`src/rtl/axi_mem_arbiter_if.sv`:
```
// ---------------------------------------------------------------------------
// axi_mem_arbiter_if
//
// Purpose: single-beat AXI3 bus between the fetch/data arbiter (master) and
// the memory system (slave). Only the fields the arbiter drives or samples
// are present; response codes are not carried because nothing consumes them.
//
// Signal summary:
//   AR : arid, araddr, arlen, arsize, arburst, arlock, arcache, arprot,
//        arvalid  (master -> slave), arready (slave -> master)
//   R  : rid, rdata, rlast, rvalid (slave -> master), rready (master -> slave)
//   AW : awid, awaddr, awlen, awsize, awburst, awlock, awcache, awprot,
//        awvalid  (master -> slave), awready (slave -> master)
//   W  : wid, wdata, wstrb, wlast, wvalid (master -> slave), wready
//   B  : bvalid (slave -> master), bready (master -> slave)
//
// Handshake rule for every channel: a transfer happens on a rising clock
// edge where valid and ready are both high. The source holds valid and its
// payload stable until that edge; ready may be raised or dropped freely.
// ---------------------------------------------------------------------------
interface axi_mem_arbiter_if;
  // AR channel
  logic [3:0]  arid;
  logic [31:0] araddr;
  logic [3:0]  arlen;
  logic [2:0]  arsize;
  logic [1:0]  arburst;
  logic [1:0]  arlock;
  logic [3:0]  arcache;
  logic [2:0]  arprot;
  logic        arvalid;
  logic        arready;
  // R channel
  logic [3:0]  rid;
  logic [31:0] rdata;
  logic        rlast;
  logic        rvalid;
  logic        rready;
  // AW channel
  logic [3:0]  awid;
  logic [31:0] awaddr;
  logic [3:0]  awlen;
  logic [2:0]  awsize;
  logic [1:0]  awburst;
  logic [1:0]  awlock;
  logic [3:0]  awcache;
  logic [2:0]  awprot;
  logic        awvalid;
  logic        awready;
  // W channel
  logic [3:0]  wid;
  logic [31:0] wdata;
  logic [3:0]  wstrb;
  logic        wlast;
  logic        wvalid;
  logic        wready;
  // B channel
  logic        bvalid;
  logic        bready;

  modport master (
    output arid, araddr, arlen, arsize, arburst, arlock, arcache, arprot, arvalid,
    input  arready,
    input  rid, rdata, rlast, rvalid,
    output rready,
    output awid, awaddr, awlen, awsize, awburst, awlock, awcache, awprot, awvalid,
    input  awready,
    output wid, wdata, wstrb, wlast, wvalid,
    input  wready,
    input  bvalid,
    output bready
  );

  modport slave (
    input  arid, araddr, arlen, arsize, arburst, arlock, arcache, arprot, arvalid,
    output arready,
    output rid, rdata, rlast, rvalid,
    input  rready,
    input  awid, awaddr, awlen, awsize, awburst, awlock, awcache, awprot, awvalid,
    output awready,
    input  wid, wdata, wstrb, wlast, wvalid,
    output wready,
    output bvalid,
    input  bready
  );
endinterface

```
`src/rtl/axi_mem_arbiter.sv`:
```
// ---------------------------------------------------------------------------
// axi_mem_arbiter
//
// Purpose: shares one AXI master port between the instruction-fetch and the
// data-memory requesters. Each access is a single-beat read or write; only
// one transaction is ever outstanding. Returned data is held in registers
// and a per-requester done flag masks the stall until the whole pipeline
// advances, so a frozen requester that keeps its request high never issues
// the same access twice.
//
// Ports:
//   clk, rst        clock; asynchronous active-high reset
//   inst_req        fetch request (level), inst_addr its address
//   inst_rdata      last fetched instruction word (registered)
//   fetch_stall     fetch still waiting (to hazard unit FetchStall)
//   data_req        data request (level); data_wr selects write
//   data_size       0 byte / 1 half / 2 word, driven on arsize/awsize
//   data_addr, data_wstrb, data_wdata   access address and write payload
//   data_rdata      last load data (registered)
//   memory_stall    data access still waiting (to hazard unit MemoryStall)
//   longest_stall   pipeline frozen (hazard unit LongestStall)
//   axi             AXI master port
//   dbg_state_o     current FSM state, for observation only
//
// Requester contract: a request is pending while req is high and that
// requester's done flag is clear. Address and payload are sampled only on
// the cycle the FSM leaves IDLE.
// ---------------------------------------------------------------------------
module axi_mem_arbiter #(
  parameter logic [3:0] INST_ID = 4'd0,
  parameter logic [3:0] DATA_ID = 4'd1
) (
  input  logic        clk,
  input  logic        rst,
  // instruction requester
  input  logic        inst_req,
  input  logic [31:0] inst_addr,
  output logic [31:0] inst_rdata,
  output logic        fetch_stall,
  // data requester
  input  logic        data_req,
  input  logic        data_wr,
  input  logic [1:0]  data_size,
  input  logic [31:0] data_addr,
  input  logic [3:0]  data_wstrb,
  input  logic [31:0] data_wdata,
  output logic [31:0] data_rdata,
  output logic        memory_stall,
  // hazard unit
  input  logic        longest_stall,
  // memory bus
  axi_mem_arbiter_if.master axi,
  // observation
  output logic [2:0]  dbg_state_o
);

  typedef enum logic [2:0] {
    IDLE    = 3'd0,
    RD_ADDR = 3'd1,
    RD_DATA = 3'd2,
    WR_ADDR = 3'd3,
    WR_RESP = 3'd4
  } state_t;

  state_t      state_q, state_d;
  logic        owner_q, owner_d;        // 1 = data requester owns the bus
  logic [31:0] addr_q, addr_d;
  logic [1:0]  size_q, size_d;
  logic [3:0]  wstrb_q, wstrb_d;
  logic [31:0] wdata_q, wdata_d;
  logic        aw_ok_q, aw_ok_d;        // AW handshake already done
  logic        w_ok_q, w_ok_d;          // W handshake already done
  logic        inst_done_q, inst_done_d;
  logic        data_done_q, data_done_d;
  logic [31:0] inst_rdata_q, inst_rdata_d;
  logic [31:0] data_rdata_q, data_rdata_d;

  logic inst_pend, data_pend;
  logic inst_set, data_set;
  logic ar_valid, r_ready, aw_valid, w_valid, b_ready;
  logic aw_hs, w_hs;

  assign inst_pend = inst_req & ~inst_done_q;
  assign data_pend = data_req & ~data_done_q;

  // ------------------------------------------------------------------------
  // State register
  // ------------------------------------------------------------------------
  always_ff @(posedge clk or posedge rst) begin
    if (rst) begin
      state_q      <= IDLE;
      owner_q      <= 1'b0;
      addr_q       <= 32'd0;
      size_q       <= 2'd0;
      wstrb_q      <= 4'd0;
      wdata_q      <= 32'd0;
      aw_ok_q      <= 1'b0;
      w_ok_q       <= 1'b0;
      inst_done_q  <= 1'b0;
      data_done_q  <= 1'b0;
      inst_rdata_q <= 32'd0;
      data_rdata_q <= 32'd0;
    end else begin
      state_q      <= state_d;
      owner_q      <= owner_d;
      addr_q       <= addr_d;
      size_q       <= size_d;
      wstrb_q      <= wstrb_d;
      wdata_q      <= wdata_d;
      aw_ok_q      <= aw_ok_d;
      w_ok_q       <= w_ok_d;
      inst_done_q  <= inst_done_d;
      data_done_q  <= data_done_d;
      inst_rdata_q <= inst_rdata_d;
      data_rdata_q <= data_rdata_d;
    end
  end

  // ------------------------------------------------------------------------
  // Next state and channel controls
  // ------------------------------------------------------------------------
  always_comb begin
    state_d      = state_q;
    owner_d      = owner_q;
    addr_d       = addr_q;
    size_d       = size_q;
    wstrb_d      = wstrb_q;
    wdata_d      = wdata_q;
    aw_ok_d      = aw_ok_q;
    w_ok_d       = w_ok_q;
    inst_rdata_d = inst_rdata_q;
    data_rdata_d = data_rdata_q;
    inst_set     = 1'b0;
    data_set     = 1'b0;
    ar_valid     = 1'b0;
    r_ready      = 1'b0;
    aw_valid     = 1'b0;
    w_valid      = 1'b0;
    b_ready      = 1'b0;
    aw_hs        = 1'b0;
    w_hs         = 1'b0;

    unique case (state_q)
      IDLE: begin
        aw_ok_d = 1'b0;
        w_ok_d  = 1'b0;
        // Data wins a tie: a stalled memory stage holds up everything behind it.
        if (data_pend) begin
          owner_d = 1'b1;
          addr_d  = data_addr;
          size_d  = data_size;
          wstrb_d = data_wstrb;
          wdata_d = data_wdata;
          state_d = data_wr ? WR_ADDR : RD_ADDR;
        end else if (inst_pend) begin
          owner_d = 1'b0;
          addr_d  = inst_addr;
          size_d  = 2'd2;            // fetches are always full words
          state_d = RD_ADDR;
        end
      end

      RD_ADDR: begin
        ar_valid = 1'b1;
        if (axi.arready) state_d = RD_DATA;
      end

      RD_DATA: begin
        r_ready = 1'b1;
        // rid needs no check: nothing else can be in flight.
        if (axi.rvalid && axi.rlast) begin
          if (owner_q) begin
            data_rdata_d = axi.rdata;
            data_set     = 1'b1;
          end else begin
            inst_rdata_d = axi.rdata;
            inst_set     = 1'b1;
          end
          state_d = IDLE;
        end
      end

      WR_ADDR: begin
        // AW and W start together; each drops after its own handshake.
        aw_valid = ~aw_ok_q;
        w_valid  = ~w_ok_q;
        aw_hs    = aw_valid & axi.awready;
        w_hs     = w_valid & axi.wready;
        aw_ok_d  = aw_ok_q | aw_hs;
        w_ok_d   = w_ok_q | w_hs;
        if (aw_ok_d && w_ok_d) state_d = WR_RESP;
      end

      WR_RESP: begin
        b_ready = 1'b1;
        if (axi.bvalid) begin
          data_set = 1'b1;
          state_d  = IDLE;
        end
      end

      default: state_d = IDLE;
    endcase

    // A completion always sets its flag, even on a cycle that would clear it;
    // otherwise the stall would reassert before the pipeline consumed the data.
    inst_done_d = inst_set | (inst_done_q & longest_stall);
    data_done_d = data_set | (data_done_q & longest_stall);
  end

  // ------------------------------------------------------------------------
  // Outputs
  // ------------------------------------------------------------------------
  assign fetch_stall  = inst_pend;
  assign memory_stall = data_pend;
  assign inst_rdata   = inst_rdata_q;
  assign data_rdata   = data_rdata_q;
  assign dbg_state_o  = state_q;

  assign axi.arid    = owner_q ? DATA_ID : INST_ID;
  assign axi.araddr  = addr_q;
  assign axi.arlen   = 4'd0;
  assign axi.arsize  = {1'b0, size_q};
  assign axi.arburst = 2'b01;
  assign axi.arlock  = 2'd0;
  assign axi.arcache = 4'd0;
  assign axi.arprot  = 3'd0;
  assign axi.arvalid = ar_valid;
  assign axi.rready  = r_ready;

  assign axi.awid    = DATA_ID;
  assign axi.awaddr  = addr_q;
  assign axi.awlen   = 4'd0;
  assign axi.awsize  = {1'b0, size_q};
  assign axi.awburst = 2'b01;
  assign axi.awlock  = 2'd0;
  assign axi.awcache = 4'd0;
  assign axi.awprot  = 3'd0;
  assign axi.awvalid = aw_valid;

  assign axi.wid     = DATA_ID;
  assign axi.wdata   = wdata_q;
  assign axi.wstrb   = wstrb_q;
  assign axi.wlast   = 1'b1;
  assign axi.wvalid  = w_valid;
  assign axi.bready  = b_ready;

  // rid is deliberately ignored.
  logic unused_rid;
  assign unused_rid = ^axi.rid;

endmodule

```
`src/flat_wrapper.sv`:
```
// flat-port wrapper written by rule: the top's interface ports become plain ports
module axi_mem_arbiter_flat 
#(
  parameter logic [3:0] INST_ID = 4'd0,
  parameter logic [3:0] DATA_ID = 4'd1
)
  (clk, rst, inst_req, inst_addr, inst_rdata, fetch_stall, data_req, data_wr, data_size, data_addr, data_wstrb, data_wdata, data_rdata, memory_stall, longest_stall, dbg_state_o, axi_arid, axi_araddr, axi_arlen, axi_arsize, axi_arburst, axi_arlock, axi_arcache, axi_arprot, axi_arvalid, axi_arready, axi_rid, axi_rdata, axi_rlast, axi_rvalid, axi_rready, axi_awid, axi_awaddr, axi_awlen, axi_awsize, axi_awburst, axi_awlock, axi_awcache, axi_awprot, axi_awvalid, axi_awready, axi_wid, axi_wdata, axi_wstrb, axi_wlast, axi_wvalid, axi_wready, axi_bvalid, axi_bready);
  axi_mem_arbiter_if axi_i ();
  input  logic clk;
  input  logic rst;
  input  logic inst_req;
  input  logic [31:0] inst_addr;
  output logic [31:0] inst_rdata;
  output logic fetch_stall;
  input  logic data_req;
  input  logic data_wr;
  input  logic [1:0] data_size;
  input  logic [31:0] data_addr;
  input  logic [3:0] data_wstrb;
  input  logic [31:0] data_wdata;
  output logic [31:0] data_rdata;
  output logic memory_stall;
  input  logic longest_stall;
  output logic [2:0] dbg_state_o;
  output wire logic [$bits(axi_i.arid)-1:0] axi_arid;
  output wire logic [$bits(axi_i.araddr)-1:0] axi_araddr;
  output wire logic [$bits(axi_i.arlen)-1:0] axi_arlen;
  output wire logic [$bits(axi_i.arsize)-1:0] axi_arsize;
  output wire logic [$bits(axi_i.arburst)-1:0] axi_arburst;
  output wire logic [$bits(axi_i.arlock)-1:0] axi_arlock;
  output wire logic [$bits(axi_i.arcache)-1:0] axi_arcache;
  output wire logic [$bits(axi_i.arprot)-1:0] axi_arprot;
  output wire logic [$bits(axi_i.arvalid)-1:0] axi_arvalid;
  input wire logic [$bits(axi_i.arready)-1:0] axi_arready;
  input wire logic [$bits(axi_i.rid)-1:0] axi_rid;
  input wire logic [$bits(axi_i.rdata)-1:0] axi_rdata;
  input wire logic [$bits(axi_i.rlast)-1:0] axi_rlast;
  input wire logic [$bits(axi_i.rvalid)-1:0] axi_rvalid;
  output wire logic [$bits(axi_i.rready)-1:0] axi_rready;
  output wire logic [$bits(axi_i.awid)-1:0] axi_awid;
  output wire logic [$bits(axi_i.awaddr)-1:0] axi_awaddr;
  output wire logic [$bits(axi_i.awlen)-1:0] axi_awlen;
  output wire logic [$bits(axi_i.awsize)-1:0] axi_awsize;
  output wire logic [$bits(axi_i.awburst)-1:0] axi_awburst;
  output wire logic [$bits(axi_i.awlock)-1:0] axi_awlock;
  output wire logic [$bits(axi_i.awcache)-1:0] axi_awcache;
  output wire logic [$bits(axi_i.awprot)-1:0] axi_awprot;
  output wire logic [$bits(axi_i.awvalid)-1:0] axi_awvalid;
  input wire logic [$bits(axi_i.awready)-1:0] axi_awready;
  output wire logic [$bits(axi_i.wid)-1:0] axi_wid;
  output wire logic [$bits(axi_i.wdata)-1:0] axi_wdata;
  output wire logic [$bits(axi_i.wstrb)-1:0] axi_wstrb;
  output wire logic [$bits(axi_i.wlast)-1:0] axi_wlast;
  output wire logic [$bits(axi_i.wvalid)-1:0] axi_wvalid;
  input wire logic [$bits(axi_i.wready)-1:0] axi_wready;
  input wire logic [$bits(axi_i.bvalid)-1:0] axi_bvalid;
  output wire logic [$bits(axi_i.bready)-1:0] axi_bready;
  assign axi_arid = axi_i.arid;
  assign axi_araddr = axi_i.araddr;
  assign axi_arlen = axi_i.arlen;
  assign axi_arsize = axi_i.arsize;
  assign axi_arburst = axi_i.arburst;
  assign axi_arlock = axi_i.arlock;
  assign axi_arcache = axi_i.arcache;
  assign axi_arprot = axi_i.arprot;
  assign axi_arvalid = axi_i.arvalid;
  assign axi_i.arready = axi_arready;
  assign axi_i.rid = axi_rid;
  assign axi_i.rdata = axi_rdata;
  assign axi_i.rlast = axi_rlast;
  assign axi_i.rvalid = axi_rvalid;
  assign axi_rready = axi_i.rready;
  assign axi_awid = axi_i.awid;
  assign axi_awaddr = axi_i.awaddr;
  assign axi_awlen = axi_i.awlen;
  assign axi_awsize = axi_i.awsize;
  assign axi_awburst = axi_i.awburst;
  assign axi_awlock = axi_i.awlock;
  assign axi_awcache = axi_i.awcache;
  assign axi_awprot = axi_i.awprot;
  assign axi_awvalid = axi_i.awvalid;
  assign axi_i.awready = axi_awready;
  assign axi_wid = axi_i.wid;
  assign axi_wdata = axi_i.wdata;
  assign axi_wstrb = axi_i.wstrb;
  assign axi_wlast = axi_i.wlast;
  assign axi_wvalid = axi_i.wvalid;
  assign axi_i.wready = axi_wready;
  assign axi_i.bvalid = axi_bvalid;
  assign axi_bready = axi_i.bready;
  axi_mem_arbiter #(.INST_ID(INST_ID), .DATA_ID(DATA_ID)) u_core (.clk(clk), .rst(rst), .inst_req(inst_req), .inst_addr(inst_addr), .inst_rdata(inst_rdata), .fetch_stall(fetch_stall), .data_req(data_req), .data_wr(data_wr), .data_size(data_size), .data_addr(data_addr), .data_wstrb(data_wstrb), .data_wdata(data_wdata), .data_rdata(data_rdata), .memory_stall(memory_stall), .longest_stall(longest_stall), .axi(axi_i), .dbg_state_o(dbg_state_o));
endmodule
```
`config.mk`:
```
export PLATFORM = sky130hd
export DESIGN_NAME = axi_mem_arbiter_flat
export DESIGN_NICKNAME = d
export VERILOG_FILES = /design/src/rtl/axi_mem_arbiter_if.sv /design/src/rtl/axi_mem_arbiter.sv /design/src/flat_wrapper.sv
export SDC_FILE = /design/constraint.sdc
export NUM_CORES = 1
export LEC_CHECK = 0
export ABC_AREA = 1
export ABC_CLOCK_PERIOD_IN_PS = 13900
export BUFFER_PORTS_ARGS = -buffer_cell sky130_fd_sc_hd__buf_2
export CORE_AREA = 8 8 137 139
export DETAILED_ROUTE_END_ITERATION = 7
export DIE_AREA = 0 0 145 147
export GPL_TIMING_DRIVEN = 0
export PLACE_DENSITY_LB_ADDON = 0.3
export RECOVER_POWER = 50
export SYNTH_ARGS = -nofsm -noshare
export SYNTH_HDL_FRONTEND = slang
export SYNTH_SLANG_ARGS = --single-unit
```
`constraint.sdc`:
```
create_clock -name clk -period 13.9 [get_ports clk]
set_clock_uncertainty 0.15 [all_clocks]
set_input_delay 1.39 -clock clk [delete_from_list [all_inputs] [get_ports clk]]
set_output_delay 1.39 -clock clk [all_outputs]
set_load 0.02 [all_outputs]
```
==> impl_results.md <==
* Post-DP HPWL at 16500 um
* Clock sink total at 142
* Reg area at 3550 um2
* Slew HR at -213%
* Commonest non-fill, non-tap cell in the layout: buf_2
* Grt total ovfl at 0
* Final setup margin at 6.86 ns
* Worst R2R Path Depth at 8
* Leak at 5.30 nW
* CTS buffer count at 17
* Hold_sp: u_core.axi.wdata[10]$_DFFE_PP0P_
* Dpl cell area at 8610 um2
* PortBufs at 324
* Final GP Congestion at 0.844
* Routed vias/inst at 4.34
* Failing checks: capacitance limit, slew limit
* Clk_lat worst skew at 0.41 ns
* Die W at 145 um
* CP Data Required Time at 13.15 ns
* #FFs+latches synth at 142
* Pin count of the biggest net entering global routing at 89
* RSZ-0062 raised after global routing: no
* Yosys warns at 0
* Cts hold-fix bufs at 0
* Commonest non-fill, non-tap cells in the layout: buf_2 (331), nand2_1 (228), dfrtp_1 (142)
* Num ports at 373
* CTS clk-pin slew, worst paths at 0.06 ns
* Critical path arrival at 6.29 ns
* Critical path startpoint category: primary input
* # DRC at 0
* Iter 0 DRT Violations at 334
* Max-cap violations at 2
* FF-to-FF setup slack at 11.88 ns
* Clock Path Buffers at 2
* Mapped cell area at 6520 um2
* Max Fclk at 142 MHz
* Tot GR Track Use at 19.3%
* Power Total at 2.31 mW
* Row count at 48
* Reg2reg start: u_core.dbg_state_o[0]$_DFFE_PP0P_
* CTS tree: built
* Layout cells sized above 1 at 41.1%
* Worst-margin pin slew at 4.70 ns
* Root Buffer: clkbuf_16
* Critical path fanouts, max at 88
* Final Hold Fails at 0
* Routed WL at 20800 um
* Antenna violations before repair at 4
* Worst hold path class: reg -> reg
* Via Count at 5856
* Post-cts resize count at 0
* Final Instance Area at 9060 um2
* Die area at 21300 um2
* Worst Hold Path EP: u_core.axi.wdata[10]$_DFFE_PP0P_
* Die boundary height at 147 um
* Slew Viols, Final at 145
* Hold Path Stages at 2
* Final net count at 1260
* Period utilization at 50.7%
* Final TNS setup at 0 ns
* Avg Cell Area, Syn at 9.01 um2
* CP Class: in -> async
* Min cycle time layout at 7.04 ns
* ANT nets after route at 0
* Area Overhead vs Synth at 38.9%
* 1st-pass router iterations at 4
* Post-synthesis cell type count at 22
* Area occupied by multi-input gates at 1990 um2
* Initial core utilization at 38.9%
* Setup violators final at 0
* Worst Setup SP: rst
* H-tree depth at 4
* CORE AREA at 16800 um2
* First-pass GRT wire length at 32800 um
* Vias in the first global route at 6038
* Avg WL per Cell at 15.5 um
* CP Capture Type: asynchronous set/reset pin
* Cells after synthesis at 724
* Number of setup buffers added after CTS at 0
* Inserted Diodes at 0
* R2r endpoint: u_core.axi.wdata[27]$_DFFE_PP0P_
* Max IR drop VDD at 0.141 mV
* Sequential-to-total area share from yosys stat at 54.5%
* Pwr dens at 255 nW/um2
* Status: complete, but fails checks
* # fillers at 1636
* Post-placement setup slack at 10.08 ns
## cells in the mapped netlist
master / count / area [um2]
nand2_1: 227 / 852
dfrtp_1: 142 / 3550
buf_4: 83 / 623
nor2_1: 72 / 270
inv_1: 51 / 191
o31ai_1: 32 / 240
o21ai_1: 25 / 125
o21ai_2: 22 / 193
o21ai_0: 21 / 105
buf_6: 17 / 191
buf_2: 9 / 45.0
clkbuf_1: 5 / 18.8
nand3_1: 5 / 25.0
nand2_2: 3 / 18.8
conb_1: 2 / 7.51
nand4_1: 2 / 12.5
a22o_1: 1 / 8.76
inv_2: 1 / 3.75
nor2_2: 1 / 6.26
nor3_1: 1 / 5.00
nor3_4: 1 / 16.3
o22a_1: 1 / 8.76
## report_power, final
group	internal, mW	switching [mW]	total [mW]
logic	0.395	0.711	1.11
clock network	0.294	0.175	0.469
registers	0.612	0.125	0.737
total	1.30	1.01	2.31
## final cells by class
type | instances | share of cell area (%)
Sequential cell | 142 | 39.2
Multi-Input combinational cell | 458 | 22.0
Timing Repair Buffer | 325 | 17.9
Buffer | 114 | 8.73
Clock buffer | 21 | 5.08
Tap cell | 225 | 3.11
Inverter | 52 | 2.17
Clock inverter | 11 | 1.71
## registers in the layout, summed over array words and instances (netlist names)
name / cells
u_core.inst_rdata: 32
u_core.data_done_q: 1
u_core.axi.wstrb: 4
u_core.owner_q: 1
u_core.dbg_state_o: 3
u_core.axi.araddr: 32
u_core.axi.wdata: 32
u_core.size_q: 2
u_core.aw_ok_q: 1
u_core.w_ok_q: 1
u_core.inst_done_q: 1
u_core.data_rdata: 32
## stage by stage
stage	std cells	utilization, %	hold slack (ns)
3_3_place_gp	1315	51.2	0.300
3_5_place_dp	1316	51.4	0.303
4_1_cts	1348	55.1	0.318
5_1_grt	1348	54.0	0.338
6_report	1348	54.0	0.316
2_1_floorplan	766	-	0.311
## layer usage
layer  up-vias  part of all wire (%)  GRT usage, %
met5         -                  0.26             0
met4         8                   1.4          6.26
met3        25                   7.8          7.91
met2       215                    50          32.3
met1      2696                    40          22.1
li1       2912                     -             -
## how the worst max path moves through the flow
stage	to	cells past startpoint
2_1_floorplan	u_core.aw_ok_q$_DFFE_PP0P_	1
3_3_place_gp	u_core.axi.wdata[14]$_DFFE_PP0P_	2
3_5_place_dp	memory_stall	5
4_1_cts	memory_stall	5
5_1_grt	u_core.owner_q$_DFFE_PP0P_	3
6_report	u_core.inst_done_q$_DFF_PP0_	3
## worst max-delay path, stage by stage
cell        delay, ns
buf_2            0.10
clkinvlp_2       1.33
clkbuf_1         3.36
## cells by family after synthesis
group / share of synthesized area, %
AND/OR/NAND/NOR: 18.5
other: 0.115
flip-flops: 54.5
buffers and inverters: 16.5
AO/OA/AOI/OAI: 10.4
No activity file was read; power rests on OpenSTA's default activity.
